==> config.mk <==
export PLATFORM = sky130hd
export DESIGN_NAME = cmu_fp_arbiter_flat
export DESIGN_NICKNAME = d
export VERILOG_FILES = /design/src/rtl/cmu_fp_arbiter_if.sv /design/src/rtl/cmu_fp_arbiter.sv /design/src/flat_wrapper.sv
export SDC_FILE = /design/constraint.sdc
export NUM_CORES = 1
export LEC_CHECK = 0
export CAP_MARGIN = 20
export CORE_AREA = 3 3 311 313
export DETAILED_ROUTE_END_ITERATION = 16
export DIE_AREA = 0 0 314 316
export SLEW_MARGIN = 20
export SYNTH_ARGS = -nofsm -noshare
export SYNTH_HDL_FRONTEND = slang
export SYNTH_SLANG_ARGS = --single-unit
==> constraint.sdc <==
create_clock -name clk -period 5 [get_ports clk]
set_clock_uncertainty 0.2 [all_clocks]
set_input_delay 1 -clock clk [delete_from_list [all_inputs] [get_ports clk]]
set_output_delay 1 -clock clk [all_outputs]
set_load 0.05 [all_outputs]
==> src/rtl/cmu_fp_arbiter_if.sv <==
// Purpose: bundles the CMU requester, response and shared-FP-unit signals of the arbiter.
// Latency: none, wiring only.
// Backpressure: req side uses valid/ready; responses and FU results are never stalled.
interface cmu_fp_arbiter_if #(
    parameter int N_REQ     = 4,
    parameter int DBL_WIDTH = 64
);
    logic [N_REQ-1:0]           req_valid;
    logic [N_REQ-1:0]           req_ready;
    logic [N_REQ-1:0]           req_op;
    logic [N_REQ*DBL_WIDTH-1:0] req_a;
    logic [N_REQ*DBL_WIDTH-1:0] req_b;
    logic [N_REQ-1:0]           rsp_valid;
    logic [DBL_WIDTH-1:0]       rsp_data;
    logic                       fu_valid;
    logic                       fu_op;
    logic [DBL_WIDTH-1:0]       fu_a;
    logic [DBL_WIDTH-1:0]       fu_b;
    logic                       fu_finish;
    logic [DBL_WIDTH-1:0]       fu_result;
    logic                       busy;
    logic                       err_orphan;

    // Arbiter side.
    modport slave (
        input  req_valid, req_op, req_a, req_b, fu_finish, fu_result,
        output req_ready, rsp_valid, rsp_data, fu_valid, fu_op, fu_a, fu_b, busy, err_orphan
    );

    // Requester / FP-unit side.
    modport master (
        output req_valid, req_op, req_a, req_b, fu_finish, fu_result,
        input  req_ready, rsp_valid, rsp_data, fu_valid, fu_op, fu_a, fu_b, busy, err_orphan
    );
endinterface

==> src/rtl/cmu_fp_arbiter.sv <==
// Purpose: round-robin sharing of one fp add/mul unit among N_REQ CMU channels, routing results back by tag.
// Latency: issue is combinational in the grant cycle; response appears one cycle after fu_finish.
// Backpressure: req_ready drops when the in-flight tag FIFO is full; responses are never stalled.
module cmu_fp_arbiter #(
    parameter int DBL_WIDTH = 64,
    parameter int N_REQ     = 4,
    parameter int TAG_DEPTH = 8
) (
    input  logic            clk,
    input  logic            rst_n,
    cmu_fp_arbiter_if.slave bus
);
    localparam int IDXW = (N_REQ > 1) ? $clog2(N_REQ) : 1;
    localparam int PW   = $clog2(TAG_DEPTH);
    localparam int CW   = PW + 1;

    logic [IDXW-1:0]      last_grant_q, last_grant_d;
    logic [IDXW-1:0]      tags_q [TAG_DEPTH];
    logic [IDXW-1:0]      tags_d [TAG_DEPTH];
    logic [PW-1:0]        wr_ptr_q, wr_ptr_d;
    logic [PW-1:0]        rd_ptr_q, rd_ptr_d;
    logic [CW-1:0]        count_q, count_d;
    logic [N_REQ-1:0]     rsp_valid_q, rsp_valid_d;
    logic [DBL_WIDTH-1:0] rsp_data_q, rsp_data_d;
    logic                 err_orphan_q, err_orphan_d;

    logic                 gnt_found;
    logic [IDXW-1:0]      gnt_idx;
    int                   cand;
    logic                 fifo_full;
    logic                 fifo_empty;
    logic                 issue;
    logic                 pop;

    // Round-robin search: first requesting channel at or after last_grant+1, wrapping.
    always_comb begin
        gnt_found = 1'b0;
        gnt_idx   = '0;
        cand      = 0;
        for (int i = 1; i <= N_REQ; i++) begin
            cand = (int'(last_grant_q) + i) % N_REQ;
            if (!gnt_found && bus.req_valid[cand[IDXW-1:0]]) begin
                gnt_found = 1'b1;
                gnt_idx   = cand[IDXW-1:0];
            end
        end
    end

    assign fifo_full  = (count_q == CW'(TAG_DEPTH));
    assign fifo_empty = (count_q == '0);
    // A full FIFO blocks issue even when a pop frees a slot in the same cycle.
    assign issue      = rst_n && gnt_found && !fifo_full;
    assign pop        = bus.fu_finish && !fifo_empty;

    assign bus.req_ready  = issue ? (N_REQ'(1) << gnt_idx) : '0;
    assign bus.fu_valid   = |(bus.req_valid & bus.req_ready);
    assign bus.fu_op      = bus.req_op[gnt_idx];
    assign bus.fu_a       = bus.req_a[gnt_idx*DBL_WIDTH +: DBL_WIDTH];
    assign bus.fu_b       = bus.req_b[gnt_idx*DBL_WIDTH +: DBL_WIDTH];
    assign bus.rsp_valid  = rsp_valid_q;
    assign bus.rsp_data   = rsp_data_q;
    assign bus.err_orphan = err_orphan_q;
    assign bus.busy       = (count_q != '0) | (|rsp_valid_q);

    // Next state: tag push on issue, tag pop and response capture on finish, sticky orphan flag.
    always_comb begin
        last_grant_d = last_grant_q;
        tags_d       = tags_q;
        wr_ptr_d     = wr_ptr_q;
        rd_ptr_d     = rd_ptr_q;
        count_d      = count_q;
        rsp_valid_d  = '0;
        rsp_data_d   = rsp_data_q;
        err_orphan_d = err_orphan_q;

        if (issue) begin
            last_grant_d     = gnt_idx;
            tags_d[wr_ptr_q] = gnt_idx;
            wr_ptr_d         = wr_ptr_q + PW'(1);
        end

        if (pop) begin
            rsp_valid_d = N_REQ'(1) << tags_q[rd_ptr_q];
            rsp_data_d  = bus.fu_result;
            rd_ptr_d    = rd_ptr_q + PW'(1);
        end

        // A finish with nothing outstanding cannot be routed; flag it and leave the FIFO alone.
        if (bus.fu_finish && fifo_empty) begin
            err_orphan_d = 1'b1;
        end

        case ({issue, pop})
            2'b10:   count_d = count_q + CW'(1);
            2'b01:   count_d = count_q - CW'(1);
            default: count_d = count_q;
        endcase
    end

    // State registers; reset discards all in-flight tags and gives channel 0 first priority.
    always_ff @(posedge clk or negedge rst_n) begin
        if (!rst_n) begin
            last_grant_q <= IDXW'(N_REQ - 1);
            tags_q       <= '{default: '0};
            wr_ptr_q     <= '0;
            rd_ptr_q     <= '0;
            count_q      <= '0;
            rsp_valid_q  <= '0;
            rsp_data_q   <= '0;
            err_orphan_q <= 1'b0;
        end else begin
            last_grant_q <= last_grant_d;
            tags_q       <= tags_d;
            wr_ptr_q     <= wr_ptr_d;
            rd_ptr_q     <= rd_ptr_d;
            count_q      <= count_d;
            rsp_valid_q  <= rsp_valid_d;
            rsp_data_q   <= rsp_data_d;
            err_orphan_q <= err_orphan_d;
        end
    end
endmodule

==> src/flat_wrapper.sv <==
// flat-port wrapper written by rule: the top's interface ports become plain ports
module cmu_fp_arbiter_flat 
#(
    parameter int DBL_WIDTH = 64,
    parameter int N_REQ     = 4,
    parameter int TAG_DEPTH = 8
)
  (clk, rst_n, bus_req_valid, bus_req_op, bus_req_a, bus_req_b, bus_fu_finish, bus_fu_result, bus_req_ready, bus_rsp_valid, bus_rsp_data, bus_fu_valid, bus_fu_op, bus_fu_a, bus_fu_b, bus_busy, bus_err_orphan);
  cmu_fp_arbiter_if #(.N_REQ(N_REQ), .DBL_WIDTH(DBL_WIDTH)) bus_i ();
  input  logic clk;
  input  logic rst_n;
  input wire logic [$bits(bus_i.req_valid)-1:0] bus_req_valid;
  input wire logic [$bits(bus_i.req_op)-1:0] bus_req_op;
  input wire logic [$bits(bus_i.req_a)-1:0] bus_req_a;
  input wire logic [$bits(bus_i.req_b)-1:0] bus_req_b;
  input wire logic [$bits(bus_i.fu_finish)-1:0] bus_fu_finish;
  input wire logic [$bits(bus_i.fu_result)-1:0] bus_fu_result;
  output wire logic [$bits(bus_i.req_ready)-1:0] bus_req_ready;
  output wire logic [$bits(bus_i.rsp_valid)-1:0] bus_rsp_valid;
  output wire logic [$bits(bus_i.rsp_data)-1:0] bus_rsp_data;
  output wire logic [$bits(bus_i.fu_valid)-1:0] bus_fu_valid;
  output wire logic [$bits(bus_i.fu_op)-1:0] bus_fu_op;
  output wire logic [$bits(bus_i.fu_a)-1:0] bus_fu_a;
  output wire logic [$bits(bus_i.fu_b)-1:0] bus_fu_b;
  output wire logic [$bits(bus_i.busy)-1:0] bus_busy;
  output wire logic [$bits(bus_i.err_orphan)-1:0] bus_err_orphan;
  assign bus_i.req_valid = bus_req_valid;
  assign bus_i.req_op = bus_req_op;
  assign bus_i.req_a = bus_req_a;
  assign bus_i.req_b = bus_req_b;
  assign bus_i.fu_finish = bus_fu_finish;
  assign bus_i.fu_result = bus_fu_result;
  assign bus_req_ready = bus_i.req_ready;
  assign bus_rsp_valid = bus_i.rsp_valid;
  assign bus_rsp_data = bus_i.rsp_data;
  assign bus_fu_valid = bus_i.fu_valid;
  assign bus_fu_op = bus_i.fu_op;
  assign bus_fu_a = bus_i.fu_a;
  assign bus_fu_b = bus_i.fu_b;
  assign bus_busy = bus_i.busy;
  assign bus_err_orphan = bus_i.err_orphan;
  cmu_fp_arbiter #(.DBL_WIDTH(DBL_WIDTH), .N_REQ(N_REQ), .TAG_DEPTH(TAG_DEPTH)) u_core (.clk(clk), .rst_n(rst_n), .bus(bus_i));
endmodule
== Word level (Yosys, flattened, before mapping) ==
Cells that the tools add are included.

* Bits in registers: 97
* Bits of input ports: 587

* Bitwise logic cells: 4
* Shifts and indexed selects: 4
* $lt $le $gt $ge: 8
* Reduce and logical (&&, ||, !) cells: 18
* $add $sub $neg: 8
* Multiplexer cells: 27
* Equality and inequality tests: 3

{| class="wikitable"
|+ Operator list
! kind !! count
|-
| $shiftx A256 B9 Y64 || 2
|-
| $bwmux W16 || 1
|-
| $lt A2 B3 Y1 const B || 5
|-
| $mux W2 || 7
|-
| $bmux W1 S2 || 5
|-
| $mux W1 || 9
|-
| $ge A4 B4 Y1 const B || 2
|-
| $logic_and A1 B1 Y1 || 8
|-
| $mux W4 || 2
|-
| $not A3 Y4 || 2
|-
| $pmux W4 S2 || 1
|-
| $reduce_or A4 Y1 || 2
|-
| $shl A1 B2 Y4 const A || 2
|-
| $add A3 B1 Y3 const B || 2
|-
| $bmux W2 S3 || 1
|-
| $demux W2 S3 || 1
|-
| $logic_not A1 Y1 || 5
|-
| $add A2 B1 Y2 const B || 2
|-
| $add A2 B2 Y2 const B || 2
|-
| $add A4 B1 Y4 const B || 1
|-
| $and A4 B4 Y4 || 1
|-
| $eq A4 B4 Y1 const B || 1
|-
| $logic_not A4 Y1 || 1
|-
| $lt A4 B1 Y1 const B || 1
|-
| 6 further kinds || 6
|}

== Logic depth before layout (Yosys ltp) ==
Gate-level depths: netlist of run 1.

* Depth in word-level cells: 18
* Depth in mapped cells: 13

== Worst setup path after synthesis of run 1 ==
No wires, ideal clock.

* Path kind: input -> output
* From: input bus_req_valid[2]
* To: output bus_req_ready[1]
* Data arrival time: 2.998 ns
* Stages: 4
* Required time: 3.800 ns
* Setup slack: 0.802 ns
* Cell sequence: o41ai_1 -> a21oi_2 -> inv_2 -> nor3_1

* Longest elaborated chain between the ends: 15

{| class="wikitable"
|+ Ends and longest elaborated chain
! element !! RTL line !! RTL
|-
| start: declaration || flat_wrapper.sv:12 || <nowiki>input wire logic [$bits(bus_i.req_valid)-1:0] bus_req_valid;</nowiki>
|-
| $bmux W1 S2 || cmu_fp_arbiter.sv:42 || <nowiki>if (!gnt_found && bus.req_valid[cand[IDXW-1:0]]) begin</nowiki>
|-
| $mux W1 (implied by the code) || cmu_fp_arbiter.sv:42 ||
|-
| $mux W1 || cmu_fp_arbiter.sv:42 ||
|-
| $logic_not A1 Y1 || cmu_fp_arbiter.sv:42 ||
|-
| $logic_and A1 B1 Y1 || cmu_fp_arbiter.sv:42 ||
|-
| $mux W1 || cmu_fp_arbiter.sv:42 ||
|-
| $logic_not A1 Y1 || cmu_fp_arbiter.sv:42 ||
|-
| $logic_and A1 B1 Y1 || cmu_fp_arbiter.sv:42 ||
|-
| $mux W1 || cmu_fp_arbiter.sv:42 ||
|-
| $logic_not A1 Y1 || cmu_fp_arbiter.sv:42 ||
|-
| $logic_and A1 B1 Y1 || cmu_fp_arbiter.sv:42 ||
|-
| $mux W1 || cmu_fp_arbiter.sv:42 ||
|-
| $logic_and A1 B1 Y1 (2 in series) || cmu_fp_arbiter.sv:52 || <nowiki>assign issue = rst_n && gnt_found && !fifo_full;</nowiki>
|-
| $mux W4 (*) || cmu_fp_arbiter.sv:55 || <nowiki>assign bus.req_ready = issue ? (N_REQ'(1) << gnt_idx) : '0;</nowiki>
|-
| end: declaration || flat_wrapper.sv:18 || <nowiki>output wire logic [$bits(bus_i.req_ready)-1:0] bus_req_ready;</nowiki>
|}

Every way passes the cells marked *; elsewhere a longest branch is shown, timed or not. The select of a mux whose other input is x is not followed.

== Worst setup path after layout of run 1 ==
* From: input bus_req_valid[0]
* To: output bus_fu_b[54]

* Longest elaborated chain between the ends: 13

{| class="wikitable"
|+ Ends and longest elaborated chain
! element !! RTL line !! RTL
|-
| $bmux W1 S2 || cmu_fp_arbiter.sv:42 ||
|-
| $mux W1 (implied by the code) || cmu_fp_arbiter.sv:42 ||
|-
| $mux W1 || cmu_fp_arbiter.sv:42 ||
|-
| $logic_not A1 Y1 || cmu_fp_arbiter.sv:42 ||
|-
| $logic_and A1 B1 Y1 || cmu_fp_arbiter.sv:42 ||
|-
| $mux W1 || cmu_fp_arbiter.sv:42 ||
|-
| $logic_not A1 Y1 || cmu_fp_arbiter.sv:42 ||
|-
| $logic_and A1 B1 Y1 || cmu_fp_arbiter.sv:42 ||
|-
| $mux W1 || cmu_fp_arbiter.sv:42 ||
|-
| $logic_not A1 Y1 || cmu_fp_arbiter.sv:42 ||
|-
| $logic_and A1 B1 Y1 || cmu_fp_arbiter.sv:42 ||
|-
| $mux W2 (*) || cmu_fp_arbiter.sv:42 ||
|-
| $shiftx A256 B9 Y64 (*) || cmu_fp_arbiter.sv:59 || <nowiki>assign bus.fu_b = bus.req_b[gnt_idx*DBL_WIDTH +: DBL_WIDTH];</nowiki>
|-
| end: declaration || flat_wrapper.sv:24 || <nowiki>output wire logic [$bits(bus_i.fu_b)-1:0] bus_fu_b;</nowiki>
|}

Marks and branches as above.

==> results of run 1 <==
## cells by family after synthesis
logic type      after synthesis
fa+ha+maj                     5
compound gates              410
simple gates                505
mux                          18
buf+inv                     112
flops                        97
xor+xnor                      9
## cell type report
| type | count | area (sq um) |
|---|---|---|
| clock buffers | 9 | 225 |
| inverters | 5 | 18.8 |
| repair buffers | 834 | 9730 |
| fillers | 10466 | 75700 |
| multi-input cells | 947 | 4820 |
| diodes | 6 | 15.0 |
| well taps | 1265 | 1580 |
| clock inverters | 7 | 96.3 |
| flip-flops and latches | 97 | 2430 |
## routing by layer
| metal | wire, microns | vias up | track usage (%) | share of wire, % |
|---|---|---|---|---|
| met2 | 32200 | 601 | 21.8 | 51 |
| met1 | 23100 | 5364 | 12.7 | 36 |
| li1 | - | 5468 | - | - |
| met3 | 6870 | 90 | 5.18 | 11 |
| met5 | 61 | - | 0 | 0.096 |
| met4 | 1230 | 8 | 2.42 | 1.9 |
## path summary, 6_finish.rpt
check                                                   from                                   to  depth (start not counted)
max reg2reg                    u_core.count_q[1]$_DFFE_PN0P_        u_core.count_q[2]$_DFFE_PN0P_                         10
min in group asynchronous                              rst_n  u_core.bus.rsp_data[10]$_DFFE_PN0P_                          2
max in group asynchronous                              rst_n    u_core.bus.rsp_valid[0]$_DFF_PN0_                          3
max                                         bus_req_valid[0]                         bus_fu_b[54]                          9
min                        u_core.bus.err_orphan$_DFFE_PN0P_    u_core.bus.err_orphan$_DFFE_PN0P_                          1
min reg2reg                u_core.bus.err_orphan$_DFFE_PN0P_    u_core.bus.err_orphan$_DFFE_PN0P_                          1
## power breakdown
| part | switching, mW | internal [mW] |
|---|---|---|
| clock network | 0.387 | 0.367 |
| logic | 5.75 | 4.13 |
| registers | 0.218 | 1.05 |
## synthesized netlist by cell type, types with 4 or more instances
cell type / count
mux2_2: 13
mux4_2: 4
nor2_1: 14
nor3b_1: 4
nand2b_1: 4
inv_1: 4
buf_2: 33
nor3_1: 4
nand2_1: 466
a22oi_1: 129
a21oi_1: 266
clkbuf_1: 62
ha_1: 5
dfrtp_1: 95
buf_1: 7
xnor2_1: 5
xor2_1: 4
## state kept, by name (all words and copies together) (netlist names)
register               count
u_core.bus.err_orphan      1
u_core.rd_ptr_q            3
u_core.last_grant_q        2
u_core.bus.rsp_data       64
u_core.count_q             4
u_core.tags_q             16
u_core.bus.rsp_valid       4
u_core.wr_ptr_q            3
==> impl_metrics.ini, run 1 <==
[floorplan]
die_h_microns = 316
rows = 113
io_pins = 791
core_area_sq_um = 94600
die_area_sq_um = 99200
die_w_microns = 314
start_util_pct = 8.14

[route]
wl_per_cell_microns = 20.0
vias = 11531
vias_per_cell = 3.64
ant_nets = 0
drt_wl_total_mm = 63.5
drt_pre_antenna_iters = 5
first_iter_violations = 762
remaining_drc_errors = 0

[cts]
cts_buffers = 9
cts_setup_buffers = 0
clk-insertion-delay-late_ns = 0.38
cts-resized-gates = 0
cts_buffer_depth = 2
clock_sinks = 97
cts.clk_slew.worst_paths_ns = 0.09
root_buffer = clkbuf_16
cts_tree = built
ctsHoldBuffers = 0
htreeDepth = 3

[sta]
worst_pin_slew_ns = 0.834
max_slew_margin_pct = 44.4
period_minus_slack_ns = 4.67
slew_violations = 0
fin_hold_ws_ns = 0.268
hold_violations = 0
setup-violations-final = 0
max_freq_ghz = 0.214
setup_tns_ns = 0
fin_crit_sh_pct = 93.4
postLayoutSetupSlackWorst_ns = 0.331
rsz0062_at_grt = false

[yosys]
ys.flop_type = dfrtp_1
ys_async_sr_fraction_pct = 100
synth_warnings = 0
synth.area.top_cells = dfrtp_1 (31%), nand2_1 (23%), a21oi_1 (17%), a22oi_1 (13%), clkbuf_1 (3.0%)
synth.distinct_cells = 40
synthCells = 1156
synth-xor-area-share_pct = 1.02
synth_mux_area_share_pct = 3.20
synth_compound_area_share_pct = 31.3
syn_area_sq_um = 7700
syn-num-nets = 1748
synthAdderAreaFrac_pct = 0.812
yosysTopAreaCell = dfrtp_1
synth_edf_count = 0
ys_seq_area_share_pct = 31.6
synth_top_area_share_pct = 30.9
yosys.area_share.simple_pct = 25.7
ys_ff_latch = 97
synth_top_family_by_area = compound AO/OA/AOI/OAI gates
syn_avg_cell_area_sq_um = 6.66

[cells_and_area]
nNetsFinal = 2486
areaGrowthSynthToFinish_pct = 146
final_core_util_pct = 20.0
final_cell_mix = clkdlybuf4s50_1 (655), nand2_1 (466), a21oi_1 (266)
fin_area_sq_um = 18900
drive_gt1_share_pct = 11.9
layout_commonest_cell = clkdlybuf4s50_1
final_cells = 3170

[status]
status = finished, final reports clean

[critical_path]
cpMostUsedCell = buf_12
arrival_ns = 3.47
slowest_stage = clkdlybuf4s50_1
critPathTopFamily = buffers and inverters
end_kind = primary output
critPathKind = in -> out
cp-start-kind = primary input
ff2ff_setup_slack_ns = 2.26
cp_max_fo = 51
crit_chain = clkdlybuf4s50_1 -> inv_1 -> o21ai_0 -> a211o_4 -> buf_12 -> buf_4 -> a21oi_1 -> a22oi_1 -> buf_12
cp.required_ns = 3.80
crit_buf_inv = 5
slowest_delay_ns = 0.55

[pwr]
vdd_drop_max_mv = 0.310
power_per_cell_area_nw_per_um2 = 630
p_leak_nw = 7.64
power_mw = 11.9

[global_routing]
grt_pass1_vias = 11403
grt_pass1_wl_mm = 84.8
overflow = 0
grt_usage_pct = 11.9
grt_max_degree = 72
antenna_found_initial = 37

[place]
gp_congestion = 0.889
placed_cells = 3148
dp_slack_ns = 0.359
dpl_cell_area_sq_um = 18600
io_buffers = 790
hpwl_mm = 53.8

[job]
drv_cap = 0

[hold_path]
hold_path_class = reg -> reg
Note: power is estimated with default switching activity, not from simulation.
==> run 2: changes to the inputs <==
--- a/config.mk
+++ b/config.mk
@@ -9,7 +9,7 @@
 export CORE_AREA = 3 3 311 313
 export DETAILED_ROUTE_END_ITERATION = 16
 export DIE_AREA = 0 0 314 316
-export SLEW_MARGIN = 20
+export SLEW_MARGIN = 10
 export SYNTH_ARGS = -nofsm -noshare
 export SYNTH_HDL_FRONTEND = slang
 export SYNTH_SLANG_ARGS = --single-unit
==> results of run 2 <==
The final DEF is identical to that of run 1; final timing and power are the same.
==> run 3: changes to the inputs <==
--- a/config.mk
+++ b/config.mk
@@ -9,6 +9,7 @@
 export CORE_AREA = 3 3 311 313
 export DETAILED_ROUTE_END_ITERATION = 16
 export DIE_AREA = 0 0 314 316
+export HOLD_SLACK_MARGIN = 0.1
 export SLEW_MARGIN = 10
 export SYNTH_ARGS = -nofsm -noshare
 export SYNTH_HDL_FRONTEND = slang
==> results of run 3 <==
The final DEF is identical to that of run 1; final timing and power are the same.
